File: src/rtl/icb_pkg.sv
// Shared ICB definitions used by the arbiter and its response-ID FIFO.
//   ICB_AW     : command address width
//   ICB_DW     : command/response data width
//   onehot2idx : binary index of the set bit in a one-hot vector (up to 8 bits)
package icb_pkg;

    localparam int unsigned ICB_AW = 16;
    localparam int unsigned ICB_DW = 8;

    function automatic logic [2:0] onehot2idx(input logic [7:0] oh);
        logic [2:0] idx;
        idx = '0;
        for (int unsigned i = 0; i < 8; i++) begin
            if (oh[i]) idx = idx | 3'(i);
        end
        return idx;
    endfunction

endpackage

File: src/rtl/icb_rspid_fifo.sv
// Synchronous FIFO holding the one-hot ID of the master owed each response.
// Read data comes straight from storage registers; a push is visible at the
// output no earlier than the following cycle (no bypass).
//   clk, rst : clock, asynchronous active-high reset (flushes the FIFO)
//   i_vld    : push request          i_rdy : not full
//   i_dat    : pushed entry (DW)
//   o_vld    : not empty             o_rdy : pop request
//   o_dat    : head entry (DW)
// Parameters: DP depth (1..4), DW entry width.
module icb_rspid_fifo #(
    parameter int unsigned DP = 2,
    parameter int unsigned DW = 2
) (
    input  logic          clk,
    input  logic          rst,
    input  logic          i_vld,
    output logic          i_rdy,
    input  logic [DW-1:0] i_dat,
    output logic          o_vld,
    input  logic          o_rdy,
    output logic [DW-1:0] o_dat
);

    // Storage is sized for the maximum depth so the 2-bit pointers index it
    // exactly; only the first DP slots are ever written.
    logic [DW-1:0] mem [4];
    logic [1:0]    rptr;
    logic [1:0]    wptr;
    logic [2:0]    cnt;
    logic          push;
    logic          pop;

    function automatic logic [1:0] ptr_nxt(input logic [1:0] p);
        return (p == 2'(DP - 1)) ? 2'd0 : p + 2'd1;
    endfunction

    assign i_rdy = (cnt != 3'(DP));
    assign o_vld = (cnt != 3'd0);
    assign push  = i_vld & i_rdy;
    assign pop   = o_rdy & o_vld;
    assign o_dat = mem[rptr];

    always_ff @(posedge clk or posedge rst) begin
        if (rst) begin
            rptr <= '0;
            wptr <= '0;
            cnt  <= '0;
            for (int unsigned i = 0; i < 4; i++) mem[i] <= '0;
        end else begin
            if (push) begin
                mem[wptr] <= i_dat;
                wptr      <= ptr_nxt(wptr);
            end
            if (pop) rptr <= ptr_nxt(rptr);
            cnt <= cnt + {2'b00, push} - {2'b00, pop};
        end
    end

endmodule

File: src/rtl/icb_arbt.sv
// N-master to 1-slave ICB arbiter (16-bit address, 8-bit data).
// Round-robin grant (master 0 first after reset); a presented but stalled
// command locks the grant until it handshakes. Responses return in order to
// the issuing master using a response-ID FIFO, which also bounds the number
// of outstanding commands to FIFO_DP.
// Build option: define ICB_ARBT_FIXED_PRIO_EN for fixed priority (lowest
// index wins) instead of round-robin; lock and FIFO behaviour are unchanged.
// Ports:
//   clk, rst              : clock, asynchronous active-high reset
//   i_bus_icb_cmd_*       : per-master command channels (packed, master k
//                           at [k*W +: W])
//   i_bus_icb_rsp_*       : per-master response channels; err/rdata are
//                           replicated to every master
//   o_icb_cmd_*           : merged command toward the slave
//   o_icb_rsp_*           : merged response from the slave
module icb_arbt
    import icb_pkg::*;
#(
    parameter int unsigned ARBT_NUM = 2,
    parameter int unsigned FIFO_DP  = 2
) (
    input  logic                       clk,
    input  logic                       rst,
    input  logic [ARBT_NUM-1:0]        i_bus_icb_cmd_valid,
    output logic [ARBT_NUM-1:0]        i_bus_icb_cmd_ready,
    input  logic [ARBT_NUM-1:0]        i_bus_icb_cmd_read,
    input  logic [ARBT_NUM*ICB_AW-1:0] i_bus_icb_cmd_addr,
    input  logic [ARBT_NUM*ICB_DW-1:0] i_bus_icb_cmd_wdata,
    output logic [ARBT_NUM-1:0]        i_bus_icb_rsp_valid,
    input  logic [ARBT_NUM-1:0]        i_bus_icb_rsp_ready,
    output logic [ARBT_NUM-1:0]        i_bus_icb_rsp_err,
    output logic [ARBT_NUM*ICB_DW-1:0] i_bus_icb_rsp_rdata,
    output logic                       o_icb_cmd_valid,
    input  logic                       o_icb_cmd_ready,
    output logic                       o_icb_cmd_read,
    output logic [ICB_AW-1:0]          o_icb_cmd_addr,
    output logic [ICB_DW-1:0]          o_icb_cmd_wdata,
    input  logic                       o_icb_rsp_valid,
    output logic                       o_icb_rsp_ready,
    input  logic                       o_icb_rsp_err,
    input  logic [ICB_DW-1:0]          o_icb_rsp_rdata
);

    localparam logic [ARBT_NUM-1:0] LAST_GNT_RST = {1'b1, {(ARBT_NUM-1){1'b0}}};

    logic [ARBT_NUM-1:0] last_gnt;
    logic                lock;
    logic [ARBT_NUM-1:0] gnt;
    logic [ARBT_NUM-1:0] head;
    logic                fifo_i_rdy;
    logic                fifo_o_vld;
    logic                fifo_full;
    logic                fifo_empty;
    logic                cmd_hsk;
    logic                rsp_hsk;

    assign fifo_full  = ~fifo_i_rdy;
    assign fifo_empty = ~fifo_o_vld;

    // ------------------------------------------------------------------
    // Grant
    // ------------------------------------------------------------------
`ifdef ICB_ARBT_FIXED_PRIO_EN
    always_comb begin
        logic found;
        gnt   = '0;
        found = 1'b0;
        if (lock) begin
            gnt = last_gnt;
        end else begin
            for (int unsigned i = 0; i < ARBT_NUM; i++) begin
                if (i_bus_icb_cmd_valid[i] && !found) begin
                    gnt[i] = 1'b1;
                    found  = 1'b1;
                end
            end
        end
    end
`else
    // Round-robin without variable indexing: requesters above the last
    // grant take precedence; if none, the lowest requester wraps around.
    always_comb begin
        logic [2:0]          start;
        logic [ARBT_NUM-1:0] req_hi;
        logic [ARBT_NUM-1:0] pick;
        logic                found;
        gnt    = '0;
        found  = 1'b0;
        start  = onehot2idx(8'(last_gnt));
        req_hi = '0;
        for (int unsigned i = 0; i < ARBT_NUM; i++) begin
            req_hi[i] = i_bus_icb_cmd_valid[i] & (3'(i) > start);
        end
        pick = (|req_hi) ? req_hi : i_bus_icb_cmd_valid;
        if (lock) begin
            gnt = last_gnt;
        end else begin
            for (int unsigned i = 0; i < ARBT_NUM; i++) begin
                if (pick[i] && !found) begin
                    gnt[i] = 1'b1;
                    found  = 1'b1;
                end
            end
        end
    end
`endif

    // ------------------------------------------------------------------
    // Command path
    // ------------------------------------------------------------------
    assign o_icb_cmd_valid     = (|(gnt & i_bus_icb_cmd_valid)) & ~fifo_full;
    assign i_bus_icb_cmd_ready = gnt & {ARBT_NUM{o_icb_cmd_ready & ~fifo_full}};
    assign cmd_hsk             = o_icb_cmd_valid & o_icb_cmd_ready;

    // gnt is one-hot or zero, so an AND-OR mux yields zeros when idle.
    always_comb begin
        o_icb_cmd_read  = 1'b0;
        o_icb_cmd_addr  = '0;
        o_icb_cmd_wdata = '0;
        for (int unsigned i = 0; i < ARBT_NUM; i++) begin
            if (gnt[i]) begin
                o_icb_cmd_read  = o_icb_cmd_read  | i_bus_icb_cmd_read[i];
                o_icb_cmd_addr  = o_icb_cmd_addr  | i_bus_icb_cmd_addr[i*ICB_AW +: ICB_AW];
                o_icb_cmd_wdata = o_icb_cmd_wdata | i_bus_icb_cmd_wdata[i*ICB_DW +: ICB_DW];
            end
        end
    end

    // Recording gnt whenever a command is presented keeps last_gnt pointing
    // at the locked master during a stall. With valid dropped while locked,
    // nothing is presented, so the lock and grant simply hold.
    always_ff @(posedge clk or posedge rst) begin
        if (rst) begin
            last_gnt <= LAST_GNT_RST;
            lock     <= 1'b0;
        end else if (o_icb_cmd_valid) begin
            last_gnt <= gnt;
            lock     <= ~o_icb_cmd_ready;
        end
    end

    // ------------------------------------------------------------------
    // Response routing
    // ------------------------------------------------------------------
    icb_rspid_fifo #(
        .DP (FIFO_DP),
        .DW (ARBT_NUM)
    ) u_rspid_fifo (
        .clk   (clk),
        .rst   (rst),
        .i_vld (cmd_hsk),
        .i_rdy (fifo_i_rdy),
        .i_dat (gnt),
        .o_vld (fifo_o_vld),
        .o_rdy (rsp_hsk),
        .o_dat (head)
    );

    assign i_bus_icb_rsp_valid = head & {ARBT_NUM{o_icb_rsp_valid & ~fifo_empty}};
    assign o_icb_rsp_ready     = (|(head & i_bus_icb_rsp_ready)) & ~fifo_empty;
    assign rsp_hsk             = o_icb_rsp_valid & o_icb_rsp_ready;
    assign i_bus_icb_rsp_err   = {ARBT_NUM{o_icb_rsp_err}};
    assign i_bus_icb_rsp_rdata = {ARBT_NUM{o_icb_rsp_rdata}};

endmodule
File: config.mk
export PLATFORM = sky130hd
export DESIGN_NAME = icb_arbt
export DESIGN_NICKNAME = d
export VERILOG_FILES = /design/src/rtl/icb_pkg.sv /design/src/rtl/icb_rspid_fifo.sv /design/src/rtl/icb_arbt.sv
export SDC_FILE = /design/constraint.sdc
export NUM_CORES = 1
export LEC_CHECK = 0
export CAP_MARGIN = 10
export CORE_ASPECT_RATIO = 0.7
export CORE_MARGIN = 2
export CORE_UTILIZATION = 35
export DETAILED_ROUTE_END_ITERATION = 12
export HOLD_SLACK_MARGIN = 0.03
export PLACE_DENSITY = 0.93
export REMOVE_ABC_BUFFERS = 1
export SYNTH_ARGS = -nofsm -noshare
export SYNTH_HDL_FRONTEND = slang
export SYNTH_SLANG_ARGS = --single-unit
File: constraint.sdc
create_clock -name clk -period 5.1 [get_ports clk]
set_clock_uncertainty 0.2 [all_clocks]
set_input_delay 1.02 -clock clk [delete_from_list [all_inputs] [get_ports clk]]
set_output_delay 1.02 -clock clk [all_outputs]
set_load 0.02 [all_outputs]
Word-level counts from Yosys, hierarchy flattened. Index checks and enable logic that the tools add are counted.

$add $sub $neg: 4. $lt $le $gt $ge: 5. Equality and inequality tests: 3. Multiplexer cells: 20. Bitwise operators: 20. Reductions and logical operators: 7.

Operators with widths (number): $mux 16 (2); $mux 8 (2); $or 16x16->16 (1); $mux 2 (7); $and 1x1->1 (10); $and 2x2->2 (4); $bwmux 8 (1); $or 8x8->8 (1); $ge 3x3->1 const B (2); $mux 1 (6); $not 2->3 (2); $reduce_or 2->1 (3); $add 2x1->2 const B (2); $bmux 2 s2 (1); $demux 2 s2 (1); $eq 2x1->1 const B (2); $add 3x1->3 (1); $lt 3x1->1 const B (1); $ne 3x2->1 const B (1); $reduce_bool 3->1 (1); $sub 3x1->3 (1); $gt 1x1->1 const A (2); $logic_and 1x1->1 (2); $logic_not 1->1 (1); other kinds (2) (2).

Register bits: 18. Input port bits: 67. Output and inout port bits: 49.

Longest topological paths before layout.
Depth in word-level cells: 18. Gate-level depth with buffers: 11. Depth with buffers taken out: 10.

By module. From an unflattened synthesis, not the netlist that was laid out.

Cells, all modules: 129. Area, all modules: 1380.1 um^2.

Modules (own cells, without submodules): icb_rspid_fifo (times used 1, cells each 49, area each 728.2 um^2); icb_arbt (times used 1, cells each 80, area each 651.9 um^2).

Worst setup path before layout. Ideal clock, no wire load.

Path type: input port to output port. Start: in i_bus_icb_cmd_valid[1]. End: out i_bus_icb_cmd_ready[0]. Arrival: 1954 ps. Data required time: 3880 ps. Slack: 1926 ps. Stages: 5. Cells stage by stage: inv_1 -> o21ai_0 -> o21ai_0 -> buf_2 -> nor2b_1.

Longest elaborated chain between the ends: 6.

RTL lines: from (decl) (RTL line icb_arbt.sv:24) `input logic [ARBT_NUM-1:0] i_bus_icb_cmd_valid,`; $and 1x1->1 (RTL line icb_arbt.sv:92) `req_hi[i] = i_bus_icb_cmd_valid[i] & (3'(i) > start);`; $reduce_or 2->1 (RTL line icb_arbt.sv:94) `pick = (|req_hi) ? req_hi : i_bus_icb_cmd_valid;`; $mux 2 (RTL line icb_arbt.sv:94); $mux 1 (RTL line icb_arbt.sv:99) `if (pick[i] && !found) begin`; $mux 2 (RTL line icb_arbt.sv:95) `if (lock) begin`; $and 2x2->2 (RTL line icb_arbt.sv:112) `assign i_bus_icb_cmd_ready = gnt & {ARBT_NUM{o_icb_cmd_ready & ~fifo_full}};`; to (decl) (RTL line icb_arbt.sv:25) `output logic [ARBT_NUM-1:0] i_bus_icb_cmd_ready,`.

Every way passes these cells.

Worst setup path after layout.
Start: in i_bus_icb_cmd_valid[1]. End: out o_icb_cmd_wdata[2].

Longest elaborated chain between the ends: 10.

RTL lines: $and 1x1->1 (RTL line icb_arbt.sv:92); $reduce_or 2->1 (RTL line icb_arbt.sv:94); $mux 2 (*) (RTL line icb_arbt.sv:94); $mux 1 (RTL line icb_arbt.sv:99); $mux 1 (RTL line icb_arbt.sv:95); $logic_not 1->1 (RTL line icb_arbt.sv:99); $logic_and 1x1->1 (RTL line icb_arbt.sv:99); $mux 1 (RTL line icb_arbt.sv:99); $mux 2 (*) (RTL line icb_arbt.sv:95); $mux 8 (*) (RTL line icb_arbt.sv:121) `if (gnt[i]) begin`; to (decl) (RTL line icb_arbt.sv:37) `output logic [ICB_DW-1:0] o_icb_cmd_wdata,`.

Every way passes the cells marked *; elsewhere a longest branch is shown, timed or not. The select of a mux whose other input is x is not followed.

==> impl_results.md <==
* Hold_buf cts at 0
* Asr flop ratio synth at 100%
* CTS tree: built
* Worst hold margin at 290 ps
* DRT Wirelength at 3.84 mm
* Worst Path Buf+Inv at 4
* Core Util, Final at 57.9%
* N_diodes at 0
* First-pass GRT wire length at 6.27 mm
* Final hold vios at 0
* Sequential Power Share at 20.2%
* Setup CP Type: in -> out
* Worst Tran Pin Value at 680 ps
* Distinct cells, synth at 34
* Switching power at 0.559 mW
* Die area at 0.00447 sq mm
* Setup TNS at 0 ps
* Setup Buffers After CTS at 0
* Final worst path period share at 85.5%
* Row cnt at 19
* Clock Tree Buf Depth at 2
* Synth Register Bits at 18
* Die W at 79.0 um
* Max Fanout on Critical Path at 26
* Non-Filler Instances at 252
* Hold Crit Class: reg -> reg
* Worst IR Drop VDD at 0.000331 V
* Initial antenna violation count at 0
* Mapped Area at 0.00138 sq mm
* Logic pwr share at 70.3%
* # IOs at 116
* Max-cap violations at 0
* Int Pwr at 0.715 mW
* Nets@finish at 271
* Critical Path RT at 3880 ps
* Status: finished, final reports clean
* Post_cts resized at 0
* DRC violations left at 0
* CP peak stage delay at 640 ps
* RSZ-0062 raised after global routing: no
* Vias per cell at 4.90
* Post-synth top cells: 25 x a22o_1, 18 x buf_4, 17 x dfrtp_1
* Clk network pwr share at 9.5%
* Core Region at 0.00385 sq mm
* Cell with the most instances on the worst path: clkdlybuf4s50_1
* Post-Place Cell Area at 0.00217 sq mm
* Placed cells at 248
* Port Buf Inserts at 88
* CP Cell Sequence: clkdlybuf4s50_1 > inv_1 > a21oi_1 > o21a_1 > buf_4 > a22o_1 > clkdlybuf4s50_1
* PwrDens at 572 mW/mm^2
* Post-synth EDFFs at 0
* Crit path launch type: primary input
* Antenna viol nets, final at 0
* Vias after detailed routing at 1,236
* Average wire per standard cell at 15.2 um
* Area leader, netlist: dfrtp_1
* Sw Share at 43.9%
* Finished layout cell area at 0.00223 sq mm
* Die Height at 56.5 um
* Fin crit period at 4360 ps
* Total congestion overflow at 0
* Fin worst setup slack at 738 ps
* Htree depth at 1
* Vias in the first global route at 1,327
* Slowest stage cell, crit path: clkdlybuf4s50_1
* Max transition margin at 54.6%
* DR pass1 iterations at 4
* GPL Wtd Cong at 0.747
* Cells after Synth at 132
* DR iter-0 viols at 18
* Total power at 1.27 mW
* Area fraction of the dominant cell type after synthesis at 30.9%
* Leak at 0.935 nW
* CP Capture Type: output port
* Predominant post-synthesis flop cell: dfrtp_1
* Worst skew pair latency at 260 ps
* CTS sink count at 18
* Initial Utilization at 35.8%
* Largest net degree at the start of global routing at 32
* Layout cells sized above 1 at 10.0%
* Crit path max-delay family: buffers and inverters
* Syn avg cell area at 10.4 sq um
* Count leader, synth: a22o_1
* Sequential element share of the synthesized area at 32.8%
* Critical path arrival at 3140 ps
* Final Max Tran Viols at 0
* Top cells by area, synth: dfrtp_1 31%, a22o_1 16%, buf_4 9.8%
* GR Util All Layers at 17.5%
* TritonCTS Buffers at 3
* Final HPWL DP at 3.01 mm
* Final setup fails at 0
* Place WS at 813 ps
* Reg clk slew, reported paths at 70 ps
* Clock Root Buffer: clkbuf_8
* Area Overhead vs Synth at 61.6%
* FMAX at 229 MHz
* Yosys warning total at 0
power by group through the flow:
stage	sequential, mW	combinational [mW]	clock (mW)
after floorplan	0.244	0.523	0
after global placement	0.254	0.874	0
after detailed placement	0.260	0.895	0
after CTS	0.257	0.899	0.124
after global routing	0.265	0.956	0.129
final	0.257	0.895	0.121
routing by layer:
metal / vias to the layer above / routed length (um) / global-route usage [%]
li1: 602 / - / -
met1: 589 / 1750 / 22.3
met2: 39 / 1870 / 28.5
met3: 6 / 172 / 5.14
met4: 0 / 48 / 5.67
met5: - / 0 / 0
state kept, by name (all words and copies together), names as in the netlist:
| register | count |
|---|---|
| last_gnt | 2 |
| lock | 1 |
| u_rspid_fifo.cnt | 3 |
| u_rspid_fifo.mem | 8 |
| u_rspid_fifo.rptr | 2 |
| u_rspid_fifo.wptr | 2 |
final timing paths:
kind	end	depth (start not counted)	startpoint	slack, ps
max	o_icb_cmd_wdata[2]	7	i_bus_icb_cmd_valid[1]	740
min reg2reg	u_rspid_fifo.mem[6]	1	u_rspid_fifo.mem[6]	290
min	u_rspid_fifo.mem[6]	1	u_rspid_fifo.mem[6]	290
max in group asynchronous	u_rspid_fifo.rptr[0]	2	rst	3310
min in group asynchronous	u_rspid_fifo.cnt[1]	2	rst	960
max reg2reg	u_rspid_fifo.cnt[2]	10	u_rspid_fifo.rptr[0]	2400
kinds of logic after synthesis:
group / after synthesis / share of synthesized area, %
AO/OA/AOI/OAI: 42 / 27.5
XOR/XNOR: 4 / 2.54
adder cells (fa/ha/maj): 3 / 3.27
buffers and inverters: 33 / 14.2
flip-flops: 18 / 32.8
multiplexers: 14 / 11.2
AND/OR/NAND/NOR: 18 / 8.53
placed cells by master, fill, tap and decap left out:
cell type and count:
a211oi_1 2, a21boi_0 2, a21oi_1 1, a21oi_2 2, a22o_1 25, a22oi_1 1, a22oi_4 1, a2bb2oi_2 1
buf_4 2, clkbuf_8 4, clkdlybuf4s50_1 88, dfrtp_1 17, dfstp_2 1, fa_1 1, ha_1 2, inv_1 6
inv_2 1, mux2_1 8, mux2_2 3, mux2i_1 3, nand2_1 4, nand2b_1 3, nor2_1 3, nor2b_1 4
nor3_1 1, nor4_2 1, nor4b_2 2, o21a_1 1, o21ai_0 1, o21ai_2 1, o22a_1 2, o31ai_1 1
o31ai_4 1, xnor2_1 2, xor2_1 2
area by class of cell:
cell class / count / area [sq um]
clock buffer: 4 / 55.1
fill: 337 / 1620
inverter: 7 / 26.3
multi-input combinational: 81 / 734
sequential: 18 / 452
tap: 52 / 65.1
timing repair buffer: 90 / 896
No activity file was read; power rests on OpenSTA's default activity.
